File: src/rtl/mem_access_stage_pkg.sv
// Shared widths, FSM encoding and byte-lane constants for the MEM pipeline stage.
package mem_access_stage_pkg;

   localparam int WORD_WIDTH           = 32;
   localparam int REGISTER_INDEX_WIDTH = 5;
   localparam int BYTE_WIDTH           = 8;
   localparam int LANE_COUNT           = WORD_WIDTH / BYTE_WIDTH;

   localparam logic [1:0] LANE_0 = 2'd0;
   localparam logic [1:0] LANE_1 = 2'd1;
   localparam logic [1:0] LANE_2 = 2'd2;
   localparam logic [1:0] LANE_3 = 2'd3;

   typedef enum logic [1:0] {
      IDLE   = 2'd0,
      ACCESS = 2'd1,
      RESP   = 2'd2
   } state_e;

endpackage

File: src/rtl/mem_load_align.sv
// Load data alignment: picks the addressed byte lane (little-endian) and
// sign-extends it for byte loads; word loads pass straight through.
module mem_load_align
   import mem_access_stage_pkg::*;
(
   input  logic [WORD_WIDTH-1:0] rdata,
   input  logic [1:0]            lane,
   input  logic                  byte_access,
   output logic [WORD_WIDTH-1:0] load_data
);

   logic [BYTE_WIDTH-1:0] selected_byte;

   always_comb begin
      // NOTE: every output of a combinational block gets a default first so no latch is inferred.
      selected_byte = rdata[0 +: BYTE_WIDTH];
      load_data     = rdata;
      case (lane)
         LANE_0: selected_byte = rdata[0             +: BYTE_WIDTH];
         LANE_1: selected_byte = rdata[BYTE_WIDTH    +: BYTE_WIDTH];
         LANE_2: selected_byte = rdata[2*BYTE_WIDTH  +: BYTE_WIDTH];
         LANE_3: selected_byte = rdata[3*BYTE_WIDTH  +: BYTE_WIDTH];
      endcase
      if (byte_access) begin
         load_data = {{(WORD_WIDTH-BYTE_WIDTH){selected_byte[BYTE_WIDTH-1]}}, selected_byte};
      end
   end

endmodule

File: src/rtl/mem_access_stage.sv
// MEM pipeline stage: issues loads/stores to the data cache over req/ready and stalls
// upstream until done. Optional misaligned-word trap: define MEM_ACCESS_MISALIGN_TRAP_EN.
module mem_access_stage
   import mem_access_stage_pkg::*;
(
   input  logic                            clk,
   input  logic                            rst_n,
   input  logic                            valid_in,
   input  logic                            cu_mem_read_in,
   input  logic                            cu_mem_write_in,
   input  logic                            cu_byte_in,
   input  logic [WORD_WIDTH-1:0]           alu_result_in,
   input  logic [WORD_WIDTH-1:0]           store_data_in,
   input  logic                            cu_mem_to_reg_in,
   input  logic                            cu_reg_write_in,
   input  logic [REGISTER_INDEX_WIDTH-1:0] destination_register_in,
   output logic                            dc_req_out,
   output logic                            dc_we_out,
   output logic                            dc_byte_out,
   output logic [WORD_WIDTH-1:0]           dc_addr_out,
   output logic [WORD_WIDTH-1:0]           dc_wdata_out,
   input  logic                            dc_ready_in,
   input  logic [WORD_WIDTH-1:0]           dc_rdata_in,
   output logic                            stall_out,
   output logic                            valid_out,
   output logic [WORD_WIDTH-1:0]           mem_data_out,
   output logic [WORD_WIDTH-1:0]           alu_result_out,
   output logic                            cu_mem_to_reg_out,
   output logic                            cu_reg_write_out,
   output logic [REGISTER_INDEX_WIDTH-1:0] destination_register_out,
   output logic                            exc_misaligned_out
);

   state_e                          state_q, state_d;
   logic                            mem_op, misaligned;
   logic [WORD_WIDTH-1:0]           addr_q, wdata_q, load_data;
   logic                            we_q, byte_q, load_q, mem_to_reg_q, reg_write_q, exc_q;
   logic [REGISTER_INDEX_WIDTH-1:0] rd_q;

   assign mem_op = cu_mem_read_in | cu_mem_write_in;

`ifdef MEM_ACCESS_MISALIGN_TRAP_EN
   assign misaligned = ~cu_byte_in & (alu_result_in[1:0] != LANE_0);
`else
   assign misaligned = 1'b0;
`endif

   always_ff @(posedge clk or negedge rst_n) begin
      // NOTE: sequential state always uses non-blocking assignments so all flops update together.
      if (!rst_n) state_q <= IDLE;
      else        state_q <= state_d;
   end

   always_comb begin
      state_d = state_q;
      case (state_q)
         IDLE:    if (valid_in && mem_op) state_d = misaligned ? RESP : ACCESS;
         ACCESS:  if (dc_ready_in)        state_d = RESP;
         RESP:    state_d = IDLE;
         default: state_d = IDLE;
      endcase
   end

   // Stall is raised in the presenting IDLE cycle so upstream holds the memory op.
   always_comb begin
      dc_req_out = 1'b0;
      stall_out  = 1'b0;
      case (state_q)
         IDLE:    stall_out = rst_n & valid_in & mem_op;
         ACCESS:  begin
            dc_req_out = 1'b1;
            stall_out  = 1'b1;
         end
         default: ;
      endcase
   end

   assign dc_addr_out        = addr_q;
   assign dc_wdata_out       = wdata_q;
   assign dc_we_out          = we_q;
   assign dc_byte_out        = byte_q;
   assign exc_misaligned_out = exc_q;

   always_ff @(posedge clk or negedge rst_n) begin
      if (!rst_n) begin
         addr_q       <= '0;
         wdata_q      <= '0;
         we_q         <= 1'b0;
         byte_q       <= 1'b0;
         load_q       <= 1'b0;
         mem_to_reg_q <= 1'b0;
         reg_write_q  <= 1'b0;
         rd_q         <= '0;
      end else if (state_q == IDLE && valid_in && mem_op) begin
         addr_q       <= alu_result_in;
         wdata_q      <= cu_byte_in ? {LANE_COUNT{store_data_in[BYTE_WIDTH-1:0]}} : store_data_in;
         we_q         <= cu_mem_write_in;
         byte_q       <= cu_byte_in;
         load_q       <= cu_mem_read_in & ~cu_mem_write_in;
         mem_to_reg_q <= cu_mem_to_reg_in;
         reg_write_q  <= cu_reg_write_in;
         rd_q         <= destination_register_in;
      end
   end

   mem_load_align u_load_align (
      .rdata       (dc_rdata_in),
      .lane        (addr_q[1:0]),
      .byte_access (byte_q),
      .load_data   (load_data)
   );

   always_ff @(posedge clk or negedge rst_n) begin
      if (!rst_n) begin
         valid_out                <= 1'b0;
         mem_data_out             <= '0;
         alu_result_out           <= '0;
         cu_mem_to_reg_out        <= 1'b0;
         cu_reg_write_out         <= 1'b0;
         destination_register_out <= '0;
         exc_q                    <= 1'b0;
      end else begin
         case (state_q)
            IDLE: begin
               valid_out        <= 1'b0;
               cu_reg_write_out <= 1'b0;
               exc_q            <= 1'b0;
               // Non-memory ops and trapped accesses complete without touching the cache.
               if (valid_in && (!mem_op || misaligned)) begin
                  valid_out                <= 1'b1;
                  mem_data_out             <= '0;
                  alu_result_out           <= alu_result_in;
                  cu_mem_to_reg_out        <= cu_mem_to_reg_in;
                  cu_reg_write_out         <= cu_reg_write_in & ~misaligned;
                  destination_register_out <= destination_register_in;
                  exc_q                    <= misaligned;
               end
            end
            ACCESS: begin
               if (dc_ready_in) begin
                  valid_out                <= 1'b1;
                  mem_data_out             <= load_q ? load_data : '0;
                  alu_result_out           <= addr_q;
                  cu_mem_to_reg_out        <= mem_to_reg_q;
                  cu_reg_write_out         <= reg_write_q;
                  destination_register_out <= rd_q;
               end
            end
            default: begin
               valid_out        <= 1'b0;
               cu_reg_write_out <= 1'b0;
               exc_q            <= 1'b0;
            end
         endcase
      end
   end

endmodule

File: config.mk
export PLATFORM = sky130hd
export DESIGN_NAME = mem_access_stage
export DESIGN_NICKNAME = d
export VERILOG_FILES = /design/src/rtl/mem_access_stage_pkg.sv /design/src/rtl/mem_load_align.sv /design/src/rtl/mem_access_stage.sv
export SDC_FILE = /design/constraint.sdc
export NUM_CORES = 1
export LEC_CHECK = 0
export CAP_MARGIN = 20
export CORE_AREA = 4 4 132 134
export CTS_CLUSTER_DIAMETER = 80
export DETAILED_ROUTE_END_ITERATION = 10
export DIE_AREA = 0 0 136 138
export PLACE_DENSITY = 0.76
export SKIP_CTS_REPAIR_TIMING = 1
export SLEW_MARGIN = 20
export SYNTH_ARGS = -nofsm -noshare
export SYNTH_HDL_FRONTEND = slang
export SYNTH_HIERARCHICAL = 1
export SYNTH_SLANG_ARGS = --single-unit
export TNS_END_PERCENT = 100
File: constraint.sdc
create_clock -name clk -period 2.7 [get_ports clk]
set_clock_uncertainty 0.15 [all_clocks]
set_input_delay 0.27 -clock clk [delete_from_list [all_inputs] [get_ports clk]]
set_output_delay 0.27 -clock clk [all_outputs]
set_load 0.05 [all_outputs]
* Word level (Yosys, flattened, before mapping)
Index checks and enable logic that the tools add are counted.
** Word-level totals
- Memories :: 0
- Bits in latches :: 0
- Bits in registers :: 148
- RAM bits :: 0
- Logic and storage cells :: 64
- Memory bits (read-only) :: 0
** Cells by class
- Shift operators :: 0
- Bitwise gates (word level) :: 5
- Divide/modulo/power cells :: 0
- $lt $le $gt $ge :: 0
- $mul :: 0
- Add/sub/neg operators :: 0
- Mux-type cells :: 27
- Reductions and logical operators :: 10
- Eq/ne operators :: 7
** Operators by type and width (number)
- 32-bit two-way mux :: 7
- 32-bit one-hot mux with 2 select lines :: 2
- 8-bit one-hot mux with 4 select lines :: 1
- 5-bit two-way mux :: 2
- 5-bit one-hot mux with 2 select lines :: 1
- 1-bit one-hot mux with 2 select lines :: 4
- 1-bit two-way mux :: 7
- 2-bit by 1-bit equality test with 1-bit output, second input constant :: 2
- 2-bit equality test, second input constant :: 2
- 1-bit logical AND :: 4
- 2-bit zero test :: 2
- 2-bit two-way mux :: 2
- 2-bit != test, second input constant :: 2
- 2-bit one-hot mux with 2 select lines :: 1
- 1-bit AND :: 3
- 3-bit AND reduction :: 1
- 2-bit by 1-bit != test with 1-bit output, second input constant :: 1
- 2-bit AND reduction :: 1
- 2-bit nonzero test :: 1
- 1-bit zero test :: 1
- 1-bit NOT :: 1
- 1-bit OR :: 1

* Logic depth before layout (Yosys ltp)
- Depth after elaboration :: 6
- Depth in mapped cells :: 6

* By module
The synthesis kept the hierarchy.
** Modules (own cells, without submodules)
- mem_access_stage :: area an instance 6206.0 sq um, instances 1, seq. area each 3703.6 sq um, cells an instance 480
- mem_load_align :: area an instance 653.1 sq um, instances 1, seq. area each 0.0 sq um, cells an instance 100

* Worst setup path after synthesis
OpenSTA, ideal clock, no wires.
- Kind :: flip-flop to flip-flop
- From :: reg addr_q[1] (netlist: dc_addr_out[1])
- To :: reg mem_data_out[13]
- Path buffers :: 2
- Arrival :: 1617 ps
- Stages on the path, launching flop included :: 7
- Slack :: 812 ps
- Clock period less this slack :: 1888 ps
- Library setup time :: 121 ps
- Path through :: dfrtp_1 > buf_6 > mux2i_1 > o22a_2 > buf_6 > o21ai_2 > a22o_1
** Between the ends
- Cells in the longest elaborated chain, start to end :: 6
** Ends and longest elaborated chain
- start, declared :: line mem_access_stage.sv:36 : logic [WORD_WIDTH-1:0] addr_q, wdata_q, load_data;
- start signal, assigned :: line mem_access_stage.sv:95 : addr_q <= alu_result_in;
- 2-bit equality test, or another cell as far along :: line mem_load_align.sv:18 : case (lane)
- 8-bit one-hot mux with 4 select lines (*) :: line mem_load_align.sv:18
- 32-bit two-way mux (*) :: line mem_load_align.sv:24 : if (byte_access) begin
- named net load_data[13] :: line mem_access_stage.sv:36
- 32-bit two-way mux (*) :: line mem_access_stage.sv:142 : mem_data_out <= load_q ? load_data : '0;
- 32-bit two-way mux (*) :: line mem_access_stage.sv:140 : if (dc_ready_in) begin
- 32-bit one-hot mux with 2 select lines (*) :: line mem_access_stage.sv:123 : case (state_q)
- end signal, assigned :: line mem_access_stage.sv:142
- end, declared :: line mem_access_stage.sv:26 : output logic [WORD_WIDTH-1:0] mem_data_out,
Mark *: on every way through the listed nets, which the timed path passes. The rest lies on a longest branch. The select of a mux whose other input is x is not followed.
A chain may end at the register's enable or synchronous reset.

* Worst setup path after layout
- From :: reg state_q[1]
- To :: out dc_req_out
** Between the ends
- Cells in the longest elaborated chain, start to end :: 2
** Ends and longest elaborated chain
- start, declared :: line mem_access_stage.sv:34 : state_e state_q, state_d;
- start signal, assigned :: line mem_access_stage.sv:51 : else state_q <= state_d;
- 2-bit by 1-bit equality test with 1-bit output :: line mem_access_stage.sv:68 : case (state_q)
- 1-bit two-way mux :: line mem_access_stage.sv:68
- end, declared :: line mem_access_stage.sv:17 : output logic dc_req_out,
No other way between the ends.

==> results.toml <==
[die]
die_area_um2 = 18800
chipWidth_um = 136
pin_count = 251
fp.coreArea_um2 = 16300
start_util_pct = 42.1
die_h_um = 138
core.rowCount = 47

[detailed_routing]
viasPerCell = 5.27
drt-initial-drc-count = 338
wl_per_cell_um = 18.9
dr_total_vias = 5539
ant_nets = 0
wl_um = 19900
first_pass_iters = 4
drc = 0

[clocking]
cts_buffers = 17
cts-htree-levels = 4
cts_root_buffer = "clkbuf_16"
path_clk_slew_ns = 0.06
cts_tree = "yes"
clock_tree.buffer_depth = 2
cts_sinks = 148
clk_latency_ns = 0.41

[setup_path]
crit_required_ns = 2.28
cp_data_arrival_time_ns = 1.98
worst-path-max-fanout = 5
crit_chain = "nand2b_1, inv_1, clkdlybuf4s50_1"
reg2reg_slack_ns = 0.60
crit_slowest_cell = "clkdlybuf4s50_1"
start_kind = "register"
crit_path_end_kind = "primary output"
worst_path_largest_cell_delay_ns = 0.81
critPathKind = "reg2out"

[pwr]
total_power_uw = 13000
irDropWorstVdd_mv = 0.680
power_leakage_uw = 0.00444
combPwrFrac_pct = 52.7
seq_power_share_pct = 28.8
powerDensity_nw_per_um2 = 1280
p_switching_uw = 6030
power.share.switching_pct = 46.3
clock_power_share_pct = 18.6
p_int_uw = 6980

[synth]
ys.flop_type = "dfrtp_1"
syn_inst = 580
synth_cell_types = 36
synth_edf_count = 0
yosys.area.top_type = "dfrtp_1"
synthMostInstantiatedCell = "dfrtp_1"
syn_avg_cell_area_um2 = 11.8
yosys_warnings = 6
ys_seq_elements = 148
syn-num-nets = 690
async_reset_ff_share_pct = 100
yosys.area.top_type_share_pct = 54.0
synth_commonest_cells = "148 x dfrtp_1, 91 x inv_1, 50 x mux2_1, 45 x a21oi_1, 37 x o21ai_0"
synth_area_um2 = 6860
netlist_top_cells_area = "dfrtp_1 54%, mux2_1 8.2%, inv_1 5.0%, mux2_2 4.8%, o32ai_2 4.7%"
ys_seq_area_share_pct = 54.0

[sta]
rsz0062_at_grt = "no"
fin_crit_sh_pct = 89.0
maxClockFrequency_mhz = 416
hold_viol = 0
drv_slew = 0
min_period_ns = 2.40
finalWorstSetupSlack_ns = 0.298
setup_violations = 0
slew_headroom_pct = 28.9
fin_hold_ws_ns = 0.103
final.setup.tns_ns = 0
tightest_slew_ns = 1.07

[finish]
drive_gt1_share_pct = 14.8
nNetsFinal = 929
final_cell_area_um2 = 10200
antennaDiodeCount = 0
synthToLayoutAreaGrowth_pct = 48.1

[global_route]
grt_max_degree = 133
grtUsageMet3_pct = 8.50
globalRoute.totalOverflow = 0
antenna_found_initial = 0
use_met2_pct = 35.6
first_global_vias = 5984
track_usage_pct = 21.0
grt_pass1_wl_um = 31400
busiest_layer = "met2"
grt_util_met1_pct = 24.0

[flow_run]
maxCapViolations = 0

[placed_design]
dpl_cell_area_um2 = 9550
buffer_ports.inserted = 249
place_ws_ns = 0.407
dpl.hpwl_um = 14100
place.gp.congestion = 0.867

[run_status]
status = "complete, no violations"

[hold_path]
hp-class = "in2async"
[power by group through the flow]
stage | Combinational, uW | Clock [uW] | Sequential, uW
after floorplan | 1590 | 0 | 6560
after global placement | 6780 | 0 | 3720
after detailed placement | 6880 | 0 | 3770
after CTS | 6910 | 2460 | 3750
after global routing | 7170 | 2560 | 3860
final | 6850 | 2410 | 3750
[sequential cells by signal, summed over array words and instances (netlist names)]
register	cells
reg_write_q	1
cu_mem_to_reg_out	1
alu_result_out	32
cu_reg_write_out	1
dc_we_out	1
mem_data_out	32
dc_addr_out	32
rd_q	5
mem_to_reg_q	1
valid_out	1
destination_register_out	5
load_q	1
dc_wdata_out	32
state_q	2
dc_byte_out	1
[per-layer routing]
| layer | share of wire, % | vias up |
|---|---|---|
| met4 | 2.0 | 0 |
| met3 | 10 | 29 |
| met2 | 49 | 242 |
| met1 | 39 | 2739 |
| li1 | - | 2529 |
| met5 | 0 | - |
[path summary, 6_finish.rpt]
path / to / start / depth (start not counted)
worst max-delay path: dc_req_out / state_q[1]$_DFFE_PN0P_ / 3
worst min-delay path: dc_wdata_out[27]$_DFFE_PN0P_ / rst_n / 2
worst max register to register: dc_wdata_out[1]$_DFFE_PN0P_ / state_q[0]$_DFFE_PN0P_ / 4
worst min register to register: rd_q[0]$_DFFE_PN0P_ / rd_q[0]$_DFFE_PN0P_ / 1
max in group asynchronous: mem_data_out[12]$_DFFE_PN0P_ / rst_n / 3
min in group clk: cu_reg_write_out$_DFFE_PN0P_ / cu_reg_write_in / 3
[cell type report]
class / instances / area (um2)
Inverter: 91 / 342
Tap cell: 220 / 275
Multi-Input combinational cell: 298 / 2570
Fill cell: 1270 / 6130
Timing Repair Buffer: 263 / 2660
Clock buffer: 21 / 450
Clock inverter: 11 / 151
Sequential cell: 148 / 3700
[metrics by stage]
| stage | util [%] | cells |
|---|---|---|
| 2_1_floorplan | - | 580 |
| 3_3_place_gp | 58.6 | 1019 |
| 3_5_place_dp | 58.6 | 1019 |
| 4_1_cts | 62.3 | 1051 |
| 5_1_grt | 62.4 | 1052 |
| 6_report | 62.4 | 1052 |
[cells in the final DEF (no fill, tap or decap), types with 2 or more instances in the layout]
master / synthesis / final
nand3b_1: 8 / 8
o21ai_0: 37 / 37
dfrtp_1: 148 / 147
mux2i_1: 3 / 3
mux2_2: 29 / 29
buf_4: 8 / 9
clkdlybuf4s50_1: 0 / 247
o32ai_2: 20 / 20
o32ai_1: 18 / 18
a21oi_1: 45 / 45
clkbuf_16: 0 / 17
inv_1: 91 / 91
buf_12: 0 / 5
nand2b_1: 2 / 2
nor2_1: 3 / 2
mux2_1: 50 / 50
clkbuf_1: 9 / 3
o22ai_1: 7 / 7
o21ai_2: 20 / 20
nand2_1: 8 / 8
bufinv_16: 0 / 3
clkinv_2: 0 / 2
clkinv_4: 0 / 4
nand3_1: 2 / 2
a22o_1: 32 / 32
[kinds of logic (layout without fill, tap and decap cells)]
kind of cell           after synthesis  count (layout)  synth area share [%]
muxes                               82              82                  13.4
DFF                                148             148                  54.0
AOI/OAI and AO/OA                  187             187                  21.3
and+or+nand+nor                     28              28                  2.46
buffers and inverters              134             386                  8.76
other                                1               1                0.0547
[critical path: cells and delay by family, from the launching register on]
family	cells	cell delay, ns
buf+inv	2	0.92
flops	1	0.44
simple gates	1	0.21
(Power assumes the default switching activity.)
